<file path="src/rtl/bcd_display_driver.sv">
// Binary-to-BCD converter (sequential double-dabble) feeding a three-digit
// time-multiplexed 7-segment display with leading-zero blanking.
module bcd_display_driver #(
    parameter int SCAN_DIV = 50000
) (
    input  logic        clk,
    input  logic        reset,
    input  logic [7:0]  din,
    output logic [11:0] bcd,
    output logic        busy,
    output logic        done,
    output logic [6:0]  seg,
    output logic [2:0]  an
);

    typedef enum logic [2:0] {
        IDLE  = 3'd0,
        ADJ   = 3'd1,
        SHIFT = 3'd2,
        DONE  = 3'd3
    } state_t;

    localparam logic [19:0] SCAN_LAST = 20'(SCAN_DIV - 1);

    state_t      state_reg;
    logic [19:0] work_reg;
    logic [3:0]  cnt_reg;
    logic [7:0]  cap_reg;
    logic [7:0]  last_reg;
    logic [11:0] bcd_reg;
    logic        done_reg;

    logic [19:0] scan_cnt_reg;
    logic [1:0]  digit_idx_reg;
    logic [2:0]  an_reg;
    logic [6:0]  seg_reg;

    logic [11:0] adj_digits;
    logic [6:0]  digit_seg [3];
    logic [2:0]  digit_blank;
    logic [2:0]  an_next;
    logic [6:0]  seg_next;

    function automatic logic [6:0] seg_decode(input logic [3:0] d);
        case (d)
            4'd0:    return 7'b0111111;
            4'd1:    return 7'b0000110;
            4'd2:    return 7'b1011011;
            4'd3:    return 7'b1001111;
            4'd4:    return 7'b1100110;
            4'd5:    return 7'b1101101;
            4'd6:    return 7'b1111101;
            4'd7:    return 7'b0000111;
            4'd8:    return 7'b1111111;
            4'd9:    return 7'b1101111;
            default: return 7'b0000000;
        endcase
    endfunction

    genvar gi;
    generate
        for (gi = 0; gi < 3; gi++) begin : g_digit
            // Add-3 correction so the following shift carries correctly into the next decade.
            assign adj_digits[gi*4 +: 4] = (work_reg[8 + gi*4 +: 4] >= 4'd5)
                                         ? work_reg[8 + gi*4 +: 4] + 4'd3
                                         : work_reg[8 + gi*4 +: 4];
            assign digit_seg[gi] = seg_decode(bcd_reg[gi*4 +: 4]);
        end
    endgenerate

    assign digit_blank[0] = 1'b0;
    assign digit_blank[1] = (bcd_reg[11:8] == 4'd0) && (bcd_reg[7:4] == 4'd0);
    assign digit_blank[2] = (bcd_reg[11:8] == 4'd0);

    always_ff @(posedge clk or negedge reset) begin
        if (!reset) begin
            state_reg <= IDLE;
            work_reg  <= '0;
            cnt_reg   <= '0;
            cap_reg   <= '0;
            last_reg  <= '0;
            bcd_reg   <= '0;
            done_reg  <= 1'b0;
        end else begin
            done_reg <= 1'b0;
            case (state_reg)
                IDLE: begin
                    if (din != last_reg) begin
                        work_reg  <= {12'b0, din};
                        cap_reg   <= din;
                        cnt_reg   <= '0;
                        state_reg <= ADJ;
                    end
                end
                ADJ: begin
                    work_reg[19:8] <= adj_digits;
                    state_reg      <= SHIFT;
                end
                SHIFT: begin
                    work_reg  <= work_reg << 1;
                    cnt_reg   <= cnt_reg + 4'd1;
                    state_reg <= (cnt_reg == 4'd7) ? DONE : ADJ;
                end
                DONE: begin
                    bcd_reg   <= work_reg[19:8];
                    last_reg  <= cap_reg;
                    done_reg  <= 1'b1;
                    state_reg <= IDLE;
                end
                default: state_reg <= IDLE;
            endcase
        end
    end

    always_comb begin
        an_next  = 3'b001;
        seg_next = digit_blank[0] ? 7'b0000000 : digit_seg[0];
        case (digit_idx_reg)
            2'd1: begin
                an_next  = 3'b010;
                seg_next = digit_blank[1] ? 7'b0000000 : digit_seg[1];
            end
            2'd2: begin
                an_next  = 3'b100;
                seg_next = digit_blank[2] ? 7'b0000000 : digit_seg[2];
            end
            default: ;
        endcase
    end

    always_ff @(posedge clk or negedge reset) begin
        if (!reset) begin
            scan_cnt_reg  <= '0;
            digit_idx_reg <= '0;
            an_reg        <= 3'b001;
            seg_reg       <= 7'b0111111;
        end else begin
            if (scan_cnt_reg == SCAN_LAST) begin
                scan_cnt_reg  <= '0;
                digit_idx_reg <= (digit_idx_reg == 2'd2) ? 2'd0 : digit_idx_reg + 2'd1;
            end else begin
                scan_cnt_reg <= scan_cnt_reg + 20'd1;
            end
            an_reg  <= an_next;
            seg_reg <= seg_next;
        end
    end

    assign bcd  = bcd_reg;
    assign busy = (state_reg != IDLE);
    assign done = done_reg;
    assign seg  = seg_reg;
    assign an   = an_reg;

endmodule

</file>
<file path="config.mk">
export PLATFORM = sky130hd
export DESIGN_NAME = bcd_display_driver
export DESIGN_NICKNAME = d
export VERILOG_FILES = /design/src/rtl/bcd_display_driver.sv
export SDC_FILE = /design/constraint.sdc
export NUM_CORES = 1
export LEC_CHECK = 0
export ABC_AREA = 1
export ABC_CLOCK_PERIOD_IN_PS = 1900
export CAP_MARGIN = 20
export CORE_ASPECT_RATIO = 0.6
export CORE_MARGIN = 3
export CORE_UTILIZATION = 45
export CTS_BUF_LIST = sky130_fd_sc_hd__clkbuf_4 sky130_fd_sc_hd__clkbuf_8
export DETAILED_ROUTE_END_ITERATION = 8
export SYNTH_ARGS = -nofsm -noshare
export SYNTH_HDL_FRONTEND = slang
export SYNTH_SLANG_ARGS = --single-unit
</file>
<file path="constraint.sdc">
create_clock -name clk -period 1.9 [get_ports clk]
set_input_delay 0.57 -clock clk [delete_from_list [all_inputs] [get_ports clk]]
set_output_delay 0.57 -clock clk [all_outputs]
set_load 0.05 [all_outputs]
</file>
==> metrics <==
clk root buf=clkbuf_8; Post-Syn Area=around 0.0050 mm2; WP data required=1330 ps; H-tree depth=3; die area=approximately 0.012 mm2; placed cell area=between 0.005 and 0.006 mm2; commonest non-fill, non-tap cell in the layout=nand2_1; Final Cell Area=0.00604 mm2; Core ar.=approximately 0.011 mm2; Slew @ Worst Pin=549 ps; CP Capture Type=primary output; Antenna Nets Post-Route=0; Register-to-Register Path Depth=8; DP HPWL=slightly below 9000 um; placer's final routability congestion estimate=about 0.92; RR Startpoint=state_reg[0]; residual DRC count=0; most frequent cells in the layout=nand2_1 (160), dfrtp_1 (80), inv_1 (79); DR vias=4239; Vias/cell=5.10; area of the multi-input gates=~0.0024 mm2; min cycle time layout=roughly 1800 ps; Unique masters post-synth=35; clock buffer depth=2; CTS clk-pin slew, worst paths=around 90 ps; Remaining Overflow, GRT=0; sequential share of the synthesized area=~44%; initial antenna violation count=0; worst-path maximum fanout=3; Die H=87.6 um; ANT cells=0; Final Core Density=56.4%; max-slew violations=0; Critical Setup Path Class=reg2out; fmax=~550 MHz; Mapped Cells=633; wire per inst=around 14 um; max_cap viols=0; Net Count, Synth=675; Post-Syn Area per Cell=~7.9 um2; Cell Chain, Critical Path=inv_1, ha_4, inv_2, buf_12; Async S/R FF share, synth=100%; Ys Warns=0; area grow syn2layout=20.8%; Initial Utilization=a little under half; drt first pass iters=5; RSZ-0062 raised after global routing=no; PortBufs=33; CTS Sinks=87; peak supply drop=814 uV; Skew-Pair Late Insertion Delay=roughly 360 ps; Power Total=approximately 8.5 mW; status=complete, no violations; first-pass GRT wire length=around 20000 um; slowest cell on the critical path=dfrtp_1; I/O pins=34; Hold Buf Count CTS=0; Final setup viols=0; Worst path max stage delay=~400 ps; vias in the first global route=about 4000; TritonCTS clock tree=yes; share of layout cells above drive strength 1=14.3%; largest net degree at the start of global routing=32; Nets=approximately 730; # fillers=995; register area=about 0.0022 mm2; r2r setup slk=~170 ps; Leak=around 3 nW; EDFF count, synth=0; final period utilization=a little over nine tenths; reg-to-reg critical path endpoint=work_reg[8]; final hold viol count=0; HP Class=in2async; Total GRT Usage=about a fifth; final WL=~12000 um; pwr dens=approximately 1400 mW/mm2; total CTS buffers=9; Synth Flop Type=dfrtp_1; Initial DRC Count=about 280; cell row count=29; startpoint types=flip-flop; #FFs+latches synth=between 80 and 90; Die Wd=roughly 140 um; max_slew headroom=between 60% and 70%; critical path arrival=roughly 1300 ps; clk_skew=a little under 10 ps
-- final cells by class --
type	instances	area share [%]
repair buffers	61	12.1
well taps	139	2.88
clock buffers	10	2.28
multi-input cells	446	40.0
clock inverters	6	1.53
flip-flops and latches	87	36.2
inverters	82	5.10
-- cells in the mapped netlist, types with 2 or more instances --
| cell | n | share of area [%] |
|---|---|---|
| nor2_2 | 5 | 0.63 |
| dfrtp_1 | 80 | 40 |
| xnor2_1 | 5 | 0.88 |
| inv_1 | 80 | 6.0 |
| nor3_1 | 8 | 0.80 |
| xor2_1 | 12 | 2.1 |
| a2bb2oi_1 | 3 | 0.53 |
| inv_2 | 2 | 0.15 |
| o21ai_0 | 42 | 4.2 |
| buf_6 | 4 | 0.90 |
| dfstp_2 | 7 | 3.7 |
| a21oi_1 | 19 | 1.9 |
| or2_2 | 2 | 0.25 |
| a21oi_2 | 2 | 0.35 |
| nand3_1 | 66 | 6.6 |
| nor2_1 | 53 | 4.0 |
| buf_2 | 2 | 0.20 |
| nand2_1 | 160 | 12 |
| o211ai_1 | 2 | 0.30 |
| ha_1 | 32 | 8.0 |
| nand4_1 | 14 | 1.8 |
| clkbuf_1 | 11 | 0.83 |
| nor3b_1 | 2 | 0.30 |
| mux2_2 | 5 | 1.1 |
| nand2_2 | 3 | 0.38 |
| a31oi_1 | 2 | 0.25 |
| a22oi_1 | 2 | 0.30 |
-- worst max path at each step --
stage	cells past startpoint	endpoint	from	slack [ps]
6_report	4	busy	state_reg[1]	80
5_1_grt	8	work_reg[10]	state_reg[0]	0.1
4_1_cts	4	busy	state_reg[0]	20
3_5_place_dp	9	work_reg[18]	din[4]	-210
3_3_place_gp	9	state_reg[1]	din[4]	-160
2_1_floorplan	9	seg[6]	bcd[9]	150
-- per-stage QoR --
stage | setup TNS (ps) | setup WS [ps] | instances | hold WS (ps)
final | 0 | 76.6 | 831 | 149
after global routing | 0 | 0.130 | 831 | 162
after CTS | 0 | 21.7 | 829 | 153
after detailed placement | -6570 | -211 | 811 | 467
after global placement | -5050 | -159 | 811 | 453
after floorplan | 0 | 150 | 633 | 274
-- routing by layer --
layer	share of wire (%)	vias to the layer above	track usage (%)
met2	38	120	26.7
met1	54	1970	31.9
met4	1.1	0	5.49
met3	6.7	10	4.64
li1	-	2139	-
met5	0	-	0
-- critical path, delay by kind of cell, from the launching register on --
family     cells  cell delay (ps)
buf+inv        3              350
flops          1              390
fa+ha+maj      1              160
-- cell families (layout without fill, tap and decap cells) --
family                     Yosys count  in the layout  share of synthesized area, %
and+or+nand+nor                    316            316                          27.2
buffers and inverters              100            159                          8.24
DFF                                 87             87                          43.7
AOI/OAI and AO/OA                   76             76                          8.69
adders and majority gates           32             32                          8.01
xor gates and xnor gates            17             17                          2.98
muxes                                5              5                          1.13
-- where the power goes --
| part | internal [mW] | leakage, nW | switching (mW) |
|---|---|---|---|
| clock network | 0.783 | 0.109 | 0.694 |
| logic | 1.68 | 1.76 | 2.51 |
| registers | 2.38 | 1.13 | 0.467 |
| total | 4.84 | 3.00 | 3.67 |
-- timing repair --
| item | CTS | global route |
|---|---|---|
| setup buffers | 2 | 2 |
| setup endpoints to repair | 1 | 1 |
| resized for setup | 1 | 2 |
| pin swaps | 0 | 0 |
Note: power is estimated with default switching activity, not from simulation.
